[config.mk]
export PLATFORM = sky130hd
export DESIGN_NAME = ifu_fetch_ctrl
export DESIGN_NICKNAME = d
export VERILOG_FILES = /design/src/rtl/ifu_fetch_ctrl.sv
export SDC_FILE = /design/constraint.sdc
export NUM_CORES = 1
export LEC_CHECK = 0
export ABC_AREA = 1
export CORE_UTILIZATION = 30
export CTS_CLUSTER_SIZE = 40
export DETAILED_ROUTE_END_ITERATION = 7
export GPL_TIMING_DRIVEN = 0
export PLACE_DENSITY_LB_ADDON = 0.05
export SYNTH_ARGS = -nofsm -noshare
export SYNTH_HDL_FRONTEND = slang
export SYNTH_SLANG_ARGS = --single-unit
[constraint.sdc]
create_clock -name clk -period 4 [get_ports clk]
set_input_delay 0.8 -clock clk [delete_from_list [all_inputs] [get_ports clk]]
set_output_delay 0.8 -clock clk [all_outputs]
set_load 0.03 [all_outputs]
[src/rtl/ifu_fetch_ctrl.sv]
// Fetch-stage control: owns the fetch PC and issues one outstanding request at a time.
// The returned instruction is held for decode; redirects from execute discard any in-flight response.
module ifu_fetch_ctrl #(
  parameter int unsigned     WIDTH    = 32,
  parameter logic [WIDTH-1:0] RESET_PC = WIDTH'(32'h8000_0000)
) (
  input  logic             clk,
  input  logic             rst,
  input  logic             redirect_valid,
  input  logic [WIDTH-1:0] redirect_pc,
  output logic             mem_req_valid,
  output logic [WIDTH-1:0] mem_req_addr,
  input  logic             mem_req_ready,
  input  logic             mem_rsp_valid,
  input  logic [31:0]      mem_rsp_data,
  output logic             out_valid,
  output logic [WIDTH-1:0] out_pc,
  output logic [31:0]      out_inst,
  input  logic             out_ready
);

  typedef enum logic [1:0] {
    REQ  = 2'd0,
    WAIT = 2'd1,
    HOLD = 2'd2
  } state_t;

  state_t           state;
  logic [WIDTH-1:0] pc;
  logic             drop;
  logic [WIDTH-1:0] redirect_aligned;

  assign redirect_aligned = {redirect_pc[WIDTH-1:2], 2'b00};

  // A redirect withdraws the request so the old address never reaches memory.
  assign mem_req_valid = (state == REQ) && !rst && !redirect_valid;
  assign mem_req_addr  = pc;

  always_ff @(posedge clk) begin
    if (rst) begin
      state     <= REQ;
      pc        <= RESET_PC;
      drop      <= 1'b0;
      out_valid <= 1'b0;
      out_pc    <= '0;
      out_inst  <= '0;
    end else begin
      case (state)
        REQ: begin
          if (redirect_valid) begin
            pc <= redirect_aligned;
          end else if (mem_req_ready) begin
            state <= WAIT;
          end
        end
        WAIT: begin
          if (mem_rsp_valid) begin
            if (drop || redirect_valid) begin
              drop  <= 1'b0;
              state <= REQ;
              if (redirect_valid) pc <= redirect_aligned;
            end else begin
              out_inst  <= mem_rsp_data;
              out_pc    <= pc;
              out_valid <= 1'b1;
              state     <= HOLD;
            end
          end else if (redirect_valid) begin
            pc   <= redirect_aligned;
            drop <= 1'b1;
          end
        end
        HOLD: begin
          if (redirect_valid) begin
            out_valid <= 1'b0;
            pc        <= redirect_aligned;
            state     <= REQ;
          end else if (out_ready) begin
            out_valid <= 1'b0;
            pc        <= pc + WIDTH'(4);
            state     <= REQ;
          end
        end
        default: state <= REQ;
      endcase
    end
  end

  // Memory may only answer while a request is outstanding.
  always_ff @(posedge clk) begin
    if (!rst && mem_rsp_valid) begin
      assert (state == WAIT);
    end
  end

endmodule

==> flow_summary.toml, run 1 <==
[critical_path]
critPathKind = "in2out"
reg2reg_from = "mem_req_addr[3]"
regToRegSetupSlack_ns = 2.18
rr_endpoint = "mem_req_addr[28]"
path_common_cell = "sky130_fd_sc_hd__clkdlybuf4s50_1"
critPathMaxStageDelay_ns = 0.75
crit_chain = "clkdlybuf4s50_1 -> nor4_1 -> clkdlybuf4s50_1"
crit_arrival_ns = 2.46
critPathLaunchType = "primary input"
crit_path_end_kind = "output port"
crit_path_top_delay_cell = "sky130_fd_sc_hd__clkdlybuf4s50_1"
critPathMaxFanout = 6
critical_path.n_buffers_inverters = 2
required_ns = 3.20
r2r.worst_path.cells = 10
path_delay_family = "buffers and inverters"

[route]
totalWireLength_um = 16300
topRoutingLayerUsed = "met4"
drt-initial-drc-count = 248
wl_met2_um = 7480
routed_via_density = 4.75
detailed_routing_iterations_pass_1 = 6
dr_wl_met3_um = 973
residual_antenna_violating_net_count_after_detailed_routing = 0
route.layer.met1.wl_um = 7540
num_vias = 4920
wire_length_per_cell_after_detailed_routing_um = 15.8
detail_route.drc_violations = 16

[layout]
final_layout_size_suffix_gt1_share_pct = 9.04
final_cell_mix = "sky130_fd_sc_hd__clkdlybuf4s50_1, sky130_fd_sc_hd__nand2_1, sky130_fd_sc_hd__nor2_1, sky130_fd_sc_hd__dfxtp_1, sky130_fd_sc_hd__o21ai_0"
total_area_of_multi_input_combinational_cells_um2 = 2260
total_inserted_antenna_cells = 0
syn_to_final_growth_pct = 47.5
final_nets = 920
final-seq-area_um2 = 1920
final_common_cell = "sky130_fd_sc_hd__clkdlybuf4s50_1"
n_fill_cell = 1539

[synth]
yosys_warnings = 0
synthAdderAreaFrac_pct = 0.273
synth-compound-area-share_pct = 18.7
synth.yosys.seq_area_share_pct = 42.0
ys_top_cells_by_area = "sky130_fd_sc_hd__dfxtp_1, sky130_fd_sc_hd__nand2_1, sky130_fd_sc_hd__nor2_1"
synthSimpleGateAreaFrac_pct = 30.1
postSynthRegisterBits = 96
synthDominantAreaCellType = "sky130_fd_sc_hd__dfxtp_1"
netlist_area_um2 = 4580
yosys_most_used_dff = "sky130_fd_sc_hd__dfxtp_1"
synth_top_family_by_area = "simple AND/OR/NAND/NOR gates"
yosysUniqueCellTypes = 31
synth_enable_flop_cells = 0
avg_cell_area_syn_um2 = 6.78
post_synth_inst_count = 675
muxShareOfSynthArea_pct = 0
synthArstFlopShare_pct = 0
synth_largest_type_area_fraction_pct = 42.0
share_of_the_synthesized_netlist_area_taken_by_xor_and_xnor_gates_pct = 0

[clocking]
cts.sink_count = 96
htree_num_levels = 3
holdBufCountCts = 0
post_cts_resized = 0
cts.path.max_buffers = 2
cts_tree = "yes"
clk_transition_reported_paths_ns = 0.07
tritoncts.num_buffers = 9
clock_latency_ns = 0.35
postCtsSetupRepairBufs = 0
clock-root-buffer = "sky130_fd_sc_hd__clkbuf_16"

[timing]
maxClockFrequency_mhz = 307
hold_slack_ns = 0.481
hold_viol = 0
setup_repair_after_global_routing_missed_its_margin = "false"
tightest_slew_ns = 0.633
minimum_clock_period_ns = 3.26
min_period_over_period_pct = 81.5
setup_viol_count_final = 0
finalClockSkew_ns = 0.00604
slew_viol_final = 0
maxSlewHeadroom_pct = 57.8
timing.setup.tns_ns = 0

[die]
die_height_um = 126
placeableCoreArea_um2 = 14700
rows = 44
initial_utilization_pct = 31.1
design.die.area_um2 = 15800
top_level_ports = 168
fp.dieW_um = 126

[status]
violated_checks = "design-rule violations"
run_status = "finished, violations left"

[hold_path]
min_delay_worst_endpoint = "out_inst[9]"
min-delay-start = "out_inst[9]"
worstHoldPathCells = 2
worst_hold_path_type = "reg2reg"

[global_route]
grt_antenna_before_repair = 0
grt_overflow_total = 0
grt_pass1_wl_um = 26000
number_of_global_route_vias_before_repair = 4827
grt_start_max_net_pins = 16
global_route.usage.total_pct = 21.2

[pwr]
totalPowerFinal_mw = 2.41
pwr-share-clk_pct = 41.1
p_leak_nw = 2.54
power.switching_mw = 0.635
power_per_cell_area_nw_per_um2 = 356
worst_ir_drop_vdd_mv = 0.203
p_sw_share_pct = 26.4
intPower_mw = 1.77
p_seq_share_pct = 43.1
share_comb_of_total_power_pct = 15.8

[place]
gp_congestion = 0.907
numPortBuffers = 160
detail_placement_hpwl_um = 12400

[flow_run]
max_cap_violations = 0
-- stage by stage --
| stage | setup slack [ns] | cells | util, % | instance area, um^2 |
|---|---|---|---|---|
| 6_report | 0.741 | 1036 | 45.9 | 6750 |
| 5_1_grt | 0.620 | 1036 | 45.9 | 6750 |
| 4_1_cts | 0.746 | 1036 | 45.9 | 6750 |
| 3_5_place_dp | 0.765 | 1022 | 43.7 | 6420 |
| 3_3_place_gp | 0.817 | 1022 | 43.7 | 6420 |
| 2_1_floorplan | 1.35 | 678 | - | 4590 |
-- sequential cells by signal, summed over array words and instances (netlist names) --
name and count:
drop 1, state 2, mem_req_addr 30, out_pc 30
out_valid 1, out_inst 32
-- how the worst max path moves through the flow --
| stage | start | end | slack, ns | cells after the start |
|---|---|---|---|---|
| after floorplan | rst | mem_req_valid | 1.35 | 2 |
| after global placement | redirect_valid | mem_req_valid | 0.82 | 3 |
| after detailed placement | redirect_valid | mem_req_valid | 0.76 | 3 |
| after CTS | redirect_valid | mem_req_valid | 0.75 | 3 |
| after global routing | redirect_valid | mem_req_valid | 0.62 | 3 |
| final | redirect_valid | mem_req_valid | 0.74 | 3 |
-- power by group through the flow --
| stage | Sequential (mW) | Clock, mW | Combinational, mW |
|---|---|---|---|
| after floorplan | 1.12 | 0 | 0.129 |
| after global placement | 1.06 | 0 | 0.379 |
| after detailed placement | 1.06 | 0 | 0.380 |
| after CTS | 1.04 | 1.02 | 0.382 |
| after global routing | 1.04 | 1.06 | 0.411 |
| final | 1.04 | 0.989 | 0.380 |
-- synthesized netlist by cell type, types with 3 or more instances --
cell type and instances:
sky130_fd_sc_hd__or2_2 4, sky130_fd_sc_hd__nand4_1 5, sky130_fd_sc_hd__o21ai_0 79, sky130_fd_sc_hd__inv_2 8
sky130_fd_sc_hd__clkinv_1 3, sky130_fd_sc_hd__dfxtp_1 96, sky130_fd_sc_hd__nor2_1 114, sky130_fd_sc_hd__clkbuf_1 14
sky130_fd_sc_hd__nand3_1 32, sky130_fd_sc_hd__buf_2 12, sky130_fd_sc_hd__o21ai_1 24, sky130_fd_sc_hd__a21oi_1 51
sky130_fd_sc_hd__nand2_1 140, sky130_fd_sc_hd__nor2_2 9, sky130_fd_sc_hd__buf_4 11, sky130_fd_sc_hd__nor2_4 8
sky130_fd_sc_hd__inv_1 43, sky130_fd_sc_hd__nand2_2 6
-- worst min-delay path: stages (launching register included) --
cell and delay (ns):
sky130_fd_sc_hd__dfxtp_1 0.33, sky130_fd_sc_hd__nor2_1 0.04, sky130_fd_sc_hd__nor2_1 0.08
-- logic make-up after synthesis --
family	count (synthesis)
AO/OA/AOI/OAI	164
flip-flops	96
other	1
adder cells (fa/ha/maj)	1
AND/OR/NAND/NOR	321
buffers and inverters	92
-- metal layers --
metal,global-route usage [%],up-vias
met5,0,-
met4,7.10,0
met3,4.32,24
li1,-,2515
met1,27.5,2225
met2,35.1,156
-- cell type report --
type / instances / area share [%]
inverters: 54 / 3.00
multi-input cells: 490 / 33.4
plain buffers: 38 / 3.06
repair buffers: 160 / 23.7
flip-flops and latches: 96 / 28.5
well taps: 184 / 3.41
clock inverters: 5 / 1.57
clock buffers: 9 / 3.34
Power figures use the tool's default switching activity.
==> run 2, diff against run 1 <==
==> constraint.sdc (replaced) <==
create_clock -name clk -period 3.07 [get_ports clk]
set_input_delay 0.614 -clock clk [delete_from_list [all_inputs] [get_ports clk]]
set_output_delay 0.614 -clock clk [all_outputs]
set_load 0.03 [all_outputs]
==> results of run 2 <==
Same layout as run 1 (identical final DEF). Status: finished, violations left: design-rule violations.
Main changes from that run: setup slack after placement 0.765 ns -> 0.207 ns; setup slack after layout 0.741 ns -> 0.183 ns; register-to-register setup slack 2.18 ns -> 1.25 ns; total power 2.41 mW -> 3.13 mW; worst IR drop on VDD 0.203 mV -> 0.265 mV
==> run 3, diff against run 2 <==
--- a/config.mk
+++ b/config.mk
@@ -11,6 +11,7 @@
 export DETAILED_ROUTE_END_ITERATION = 7
 export GPL_TIMING_DRIVEN = 0
 export PLACE_DENSITY_LB_ADDON = 0.05
+export SKIP_LAST_GASP = 1
 export SYNTH_ARGS = -nofsm -noshare
 export SYNTH_HDL_FRONTEND = slang
 export SYNTH_SLANG_ARGS = --single-unit
==> results of run 3 <==
Same layout as run 1 (identical final DEF). Status: finished, violations left: design-rule violations.
Main changes from that run: setup slack after placement 0.765 ns -> 0.207 ns; setup slack after layout 0.741 ns -> 0.183 ns; register-to-register setup slack 2.18 ns -> 1.25 ns; total power 2.41 mW -> 3.13 mW; worst IR drop on VDD 0.203 mV -> 0.265 mV
